## config.mk

```make
export PLATFORM = sky130hd
export DESIGN_NAME = sigdel_mod
export DESIGN_NICKNAME = d
export VERILOG_FILES = /design/src/rtl/sigdel_pkg.sv /design/src/rtl/sigdel_integ.sv /design/src/rtl/sigdel_mod.sv
export SDC_FILE = /design/constraint.sdc
export NUM_CORES = 1
export LEC_CHECK = 0
export CORE_MARGIN = 2
export CORE_UTILIZATION = 40
export DETAILED_ROUTE_END_ITERATION = 7
export REMOVE_ABC_BUFFERS = 1
export SYNTH_ARGS = -nofsm -noshare
export SYNTH_HDL_FRONTEND = slang
export SYNTH_SLANG_ARGS = --single-unit
```

## constraint.sdc

```tcl
create_clock -name clk -period 7.8 [get_ports clk]
set_input_delay 1.56 -clock clk [delete_from_list [all_inputs] [get_ports clk]]
set_output_delay 1.56 -clock clk [all_outputs]
set_load 0.02 [all_outputs]
```

## src/rtl/sigdel_pkg.sv

```systemverilog
// Shared constants and saturation helper for the second-order sigma-delta modulator.
package sigdel_pkg;

    localparam int unsigned BIT_LEN = 16;
    localparam int unsigned ACC_W   = BIT_LEN + 4;
    localparam int unsigned MID     = 1 << (BIT_LEN - 1);

    // Signed add clamped to the w-bit two's-complement range; never wraps.
    function automatic longint sat_add(input longint a, input longint b, input int unsigned w);
        longint sum;
        longint hi;
        longint lo;
        sum = a + b;
        hi  = (longint'(1) <<< (w - 1)) - 1;
        lo  = -(longint'(1) <<< (w - 1));
        if (sum > hi) begin
            return hi;
        end else if (sum < lo) begin
            return lo;
        end
        return sum;
    endfunction

endpackage

```

## src/rtl/sigdel_integ.sv

```systemverilog
// Single saturating integrator stage: clear has priority over accumulate.
module sigdel_integ
    import sigdel_pkg::*;
#(
    parameter int unsigned ACCW = ACC_W
) (
    input  logic                   clk_i,
    input  logic                   rst_ni,
    input  logic                   en_i,
    input  logic                   clr_i,
    input  logic signed [ACCW:0]   in_i,
    output logic signed [ACCW-1:0] acc_o
);

    logic signed [ACCW-1:0] acc_q;
    logic signed [ACCW-1:0] acc_d;
    logic signed [63:0]     sum;

    always_comb begin
        sum   = sat_add(longint'(acc_q), longint'(in_i), ACCW);
        acc_d = acc_q;
        if (clr_i) begin
            acc_d = '0;
        end else if (en_i) begin
            acc_d = sum[ACCW-1:0];
        end
    end

    always_ff @(posedge clk_i or negedge rst_ni) begin
        if (!rst_ni) begin
            acc_q <= '0;
        end else begin
            acc_q <= acc_d;
        end
    end

    assign acc_o = acc_q;

endmodule

```

## src/rtl/sigdel_mod.sv

```systemverilog
// Second-order CIFB sigma-delta modulator: PCM samples in via valid/ready, 1-bit stream out.
module sigdel_mod
    import sigdel_pkg::*;
#(
    parameter int unsigned BITLEN = BIT_LEN,
    parameter int unsigned OSR    = 64,
    parameter int unsigned ACCW   = BITLEN + 4
) (
    input  logic              clk,
    input  logic              rst_n,
    input  logic              en,
    input  logic [BITLEN-1:0] s_data,
    input  logic              s_valid,
    output logic              s_ready,
    output logic              dout,
    output logic              underrun,
    input  logic              clr_underrun
);

    localparam int unsigned           CNTW     = $clog2(OSR);
    localparam logic [CNTW-1:0]       CNT_LAST = CNTW'(OSR - 1);
    localparam logic [BITLEN-1:0]     MID_CODE = {1'b1, {(BITLEN-1){1'b0}}};
    localparam logic signed [ACCW:0]  MID_S    = {{(ACCW+1-BITLEN){1'b0}}, MID_CODE};

    logic [CNTW-1:0]        osr_cnt_q, osr_cnt_d;
    logic [BITLEN-1:0]      hold_q, hold_d;
    logic                   dout_q, dout_d;
    logic                   underrun_q, underrun_d;
    logic signed [ACCW-1:0] int1, int2;
    logic signed [ACCW:0]   xs, fb, in1, in2;

    always_comb begin
        s_ready   = en && (osr_cnt_q == CNT_LAST);
        osr_cnt_d = '0;
        if (en && (osr_cnt_q != CNT_LAST)) begin
            osr_cnt_d = osr_cnt_q + 1'b1;
        end
        hold_d = (s_ready && s_valid) ? s_data : hold_q;

        // A missed slot outranks a simultaneous clear.
        underrun_d = underrun_q;
        if (clr_underrun) begin
            underrun_d = 1'b0;
        end
        if (s_ready && !s_valid) begin
            underrun_d = 1'b1;
        end

        // Offset-binary to two's complement: invert MSB, then sign-extend.
        xs  = {{(ACCW+1-BITLEN){~hold_q[BITLEN-1]}}, ~hold_q[BITLEN-1], hold_q[BITLEN-2:0]};
        fb  = dout_q ? MID_S : -MID_S;
        in1 = xs - fb;
        in2 = {int1[ACCW-1], int1} - fb;

        // Idle toggling keeps the filtered output at mid-scale while disabled.
        dout_d = en ? ~int2[ACCW-1] : ~dout_q;
    end

    always_ff @(posedge clk or negedge rst_n) begin
        if (!rst_n) begin
            osr_cnt_q  <= '0;
            hold_q     <= MID_CODE;
            dout_q     <= 1'b0;
            underrun_q <= 1'b0;
        end else begin
            osr_cnt_q  <= osr_cnt_d;
            hold_q     <= hold_d;
            dout_q     <= dout_d;
            underrun_q <= underrun_d;
        end
    end

    sigdel_integ #(
        .ACCW (ACCW)
    ) u_int1 (
        .clk_i  (clk),
        .rst_ni (rst_n),
        .en_i   (en),
        .clr_i  (!en),
        .in_i   (in1),
        .acc_o  (int1)
    );

    sigdel_integ #(
        .ACCW (ACCW)
    ) u_int2 (
        .clk_i  (clk),
        .rst_ni (rst_n),
        .en_i   (en),
        .clr_i  (!en),
        .in_i   (in2),
        .acc_o  (int2)
    );

    assign dout     = dout_q;
    assign underrun = underrun_q;

endmodule

```

==> summary.txt <==
Outcome
  • Status: completed

Drt
  • Remaining DRCs: 0
  • Vias: about 3900
  • Drt pass-1 iters: 4
  • Number of routed nets with antenna violations: 0
  • Avg Vias per Cell: 5.688
  • Wire per inst: ~16 um
  • Post-Route WL: 10.96 mm
  • Detailed router's first-iteration violation count: around 150

Worst setup path
  • Worst r2r dst: u_int2.acc_o[2]
  • CP delay by family, top: buffers and inverters
  • Worst EP arrival: 3.38 ns
  • Max incr delay on CP: about 0.63 ns
  • Setup CP Type: in -> out
  • Worst setup EP type: primary output
  • Worst R2R Setup Slack: 3.73 ns
  • Reg-to-Reg Start: dout
  • Required @ worst endpoint: between 6 and 7 ns
  • Critical path peak fanout: between 40 and 50
  • Reg2reg path depth: 14
  • CP bufs+invs: 3
  • CP max-delay cell: buf_2
  • Worst Setup SP: en
  • CP cell instances: buf_2 -> inv_1 -> nor2_1 -> clkdlybuf4s50_1
  • CP Launch Type: input port

Clock network
  • Cts hold-fix bufs: 0
  • Root buf cell: clkbuf_16
  • CTS Buf Count: 9
  • Max clock buf depth: 2
  • Post_cts resized: 0
  • CTS Sinks: 64
  • H-tree Lvls: 3
  • Post-CTS setup repair buffer count: 0
  • CTS clock-pin slew for the worst setup and hold paths: around 0.05 ns
  • CTS tree: yes
  • Later-pin clock latency in the skew report: 0.33 ns

Die
  • Cell Rows: 40
  • Die area: ~13000 um2
  • Core Area: ~12000 um2
  • Initial core utilization: 0.4085
  • Die width: ~110 um
  • Chip Height: roughly 110 um
  • # IOs: 24

Hold path
  • Hold crit path type: reg -> reg
  • Worst Hold End: osr_cnt_q[0]
  • Hold Path Origin: osr_cnt_q[0]
  • Hold depth: 1

Global route
  • First-pass GRT wire length: ~19 mm
  • Largest net degree at the start of global routing: 65
  • Gr ovfl total: 0
  • Total GRT Usage: 0.1794
  • Vias in the first global route: 3916
  • Antenna violations before repair: 0

Yosys
  • Largest area contributor in the synthesized netlist: dfrtp_1
  • Most common flop cell mapped by yosys: dfrtp_1
  • Post-Syn Area per Cell: about 9.6 um2
  • Async S/R FF share, synth: 1.000
  • Post-synth cell types: 65
  • Most numerous cell in the Yosys netlist: dfrtp_1
  • Count of state elements after synthesis: 64
  • Share of the synthesized area in the top cell type: 0.3213
  • Post-synthesis instance area: about 5000 um2
  • Synth top area cells: dfrtp_1 (32%), ha_1 (12%), a21oi_1 (4.6%), xnor2_1 (4.3%), mux2_2 (3.9%)
  • Commonest cells post-synth: dfrtp_1 (63), ha_1 (49), a21oi_1 (45)
  • Seq/Total Area, Yosys: 0.3266
  • Number of synthesized flops with an enable pin: 0
  • Ys Warns: 0
  • Syn Inst Count: 512

Timing
  • Final Max Slew Viols: 0
  • Max Fclk: slightly above 0.2 GHz
  • Least-Margin Pin Slew: approximately 0.98 ns
  • Slew headroom: 0.3471
  • Final Hold Viols: 0
  • Min Clock Period, post-route: about 4.9 ns
  • RSZ-0062 raised after global routing: no
  • Period utilisation layout: 0.6329
  • Endpoints failing setup: 0
  • Final TNS setup: 0 ns
  • Post-route clock skew: between 0.005 and 0.006 ns

Layout
  • Synth-to-layout area growth: 12.62%
  • # diodes: 0
  • Nets: a little over 600
  • Layout cells sized above 1: 0.1375

Place
  • IO Port Bufs: 23
  • Gpl congestion: ~0.9
  • Dpl hpwl: between 8 and 9 mm

Run
  • Max Cap Violations: 0
## worst reg2reg max path, delay by kind of cell (launching register included)
kind,cells,cell delay [ns]
adder cells (fa/ha/maj),2,0.85
AND/OR/NAND/NOR,3,0.63
AO/OA/AOI/OAI,5,1.40
XOR/XNOR,2,0.35
buffers and inverters,2,0.18
flip-flops,1,0.52
## layout make-up
type	count	area, um2
clock inverter	5	55.05
inverter	20	75.07
multi-input combinational	414	3129
sequential	64	1603
tap	147	183.9
fill	1173	6485
timing repair buffer	24	227.7
clock buffer	11	252.7
## cells in the final DEF (no fill, tap or decap), drive strengths merged, types with 11 or more instances in the layout
| master | netlist | layout |
|---|---|---|
| nor2 | 32 | 32 |
| nand2 | 43 | 43 |
| clkdlybuf4s50 | 0 | 21 |
| a21oi | 48 | 48 |
| inv | 20 | 20 |
| dfrtp | 63 | 63 |
| nand3 | 15 | 15 |
| mux2 | 17 | 17 |
| clkbuf | 7 | 11 |
| a21o | 13 | 13 |
| xnor2 | 24 | 24 |
| o2bb2ai | 18 | 18 |
| ha | 49 | 49 |
| xor2 | 13 | 13 |
| o21ai | 47 | 47 |
## kinds of logic after synthesis
group                      count (synthesis)  share of synthesized area
adders and majority gates                 52                     0.1372
xor gates and xnor gates                  37                    0.06757
and+or+nand+nor                          133                     0.1288
DFF                                       64                     0.3266
muxes                                     18                    0.04105
buffers and inverters                     34                    0.03569
AOI/OAI and AO/OA                        174                     0.2631
## registers in the layout, summed over array words and instances (netlist names)
signal,flops
u_int1.acc_o,20
u_int2.acc_o,20
hold_q,16
osr_cnt_q,6
dout,1
underrun,1
## per-layer routing
layer  GRT usage  up-vias  routed length [um]
met3     0.02372       14                 292
met5           0        -                   0
li1            -     1937                   -
met4     0.07068        0                 169
met1      0.2355     1889                5091
met2      0.3018       56                5404
## per-stage QoR
step	setup slack, ns	hold WS, ns	instance area, um2	util	std cells
floorplan	4.262	0.4312	4807	-	498
global placement	2.890	0.4664	5219	0.4345	669
detailed placement	2.842	0.4913	5219	0.4345	669
CTS	2.835	0.4989	5527	0.4601	685
global route	2.720	0.5069	5527	0.4601	685
finish	2.864	0.4856	5527	0.4601	685
## worst max path at each step
stage	slack [ns]	to	cells past startpoint
after floorplan	4.26	s_ready	2
after global placement	2.89	s_ready	4
after detailed placement	2.84	s_ready	4
after CTS	2.84	s_ready	4
after global routing	2.72	s_ready	4
final	2.86	s_ready	4
Power is not shown: default switching activity piles up to over one toggle a cycle in this logic, so the estimate is an artifact.
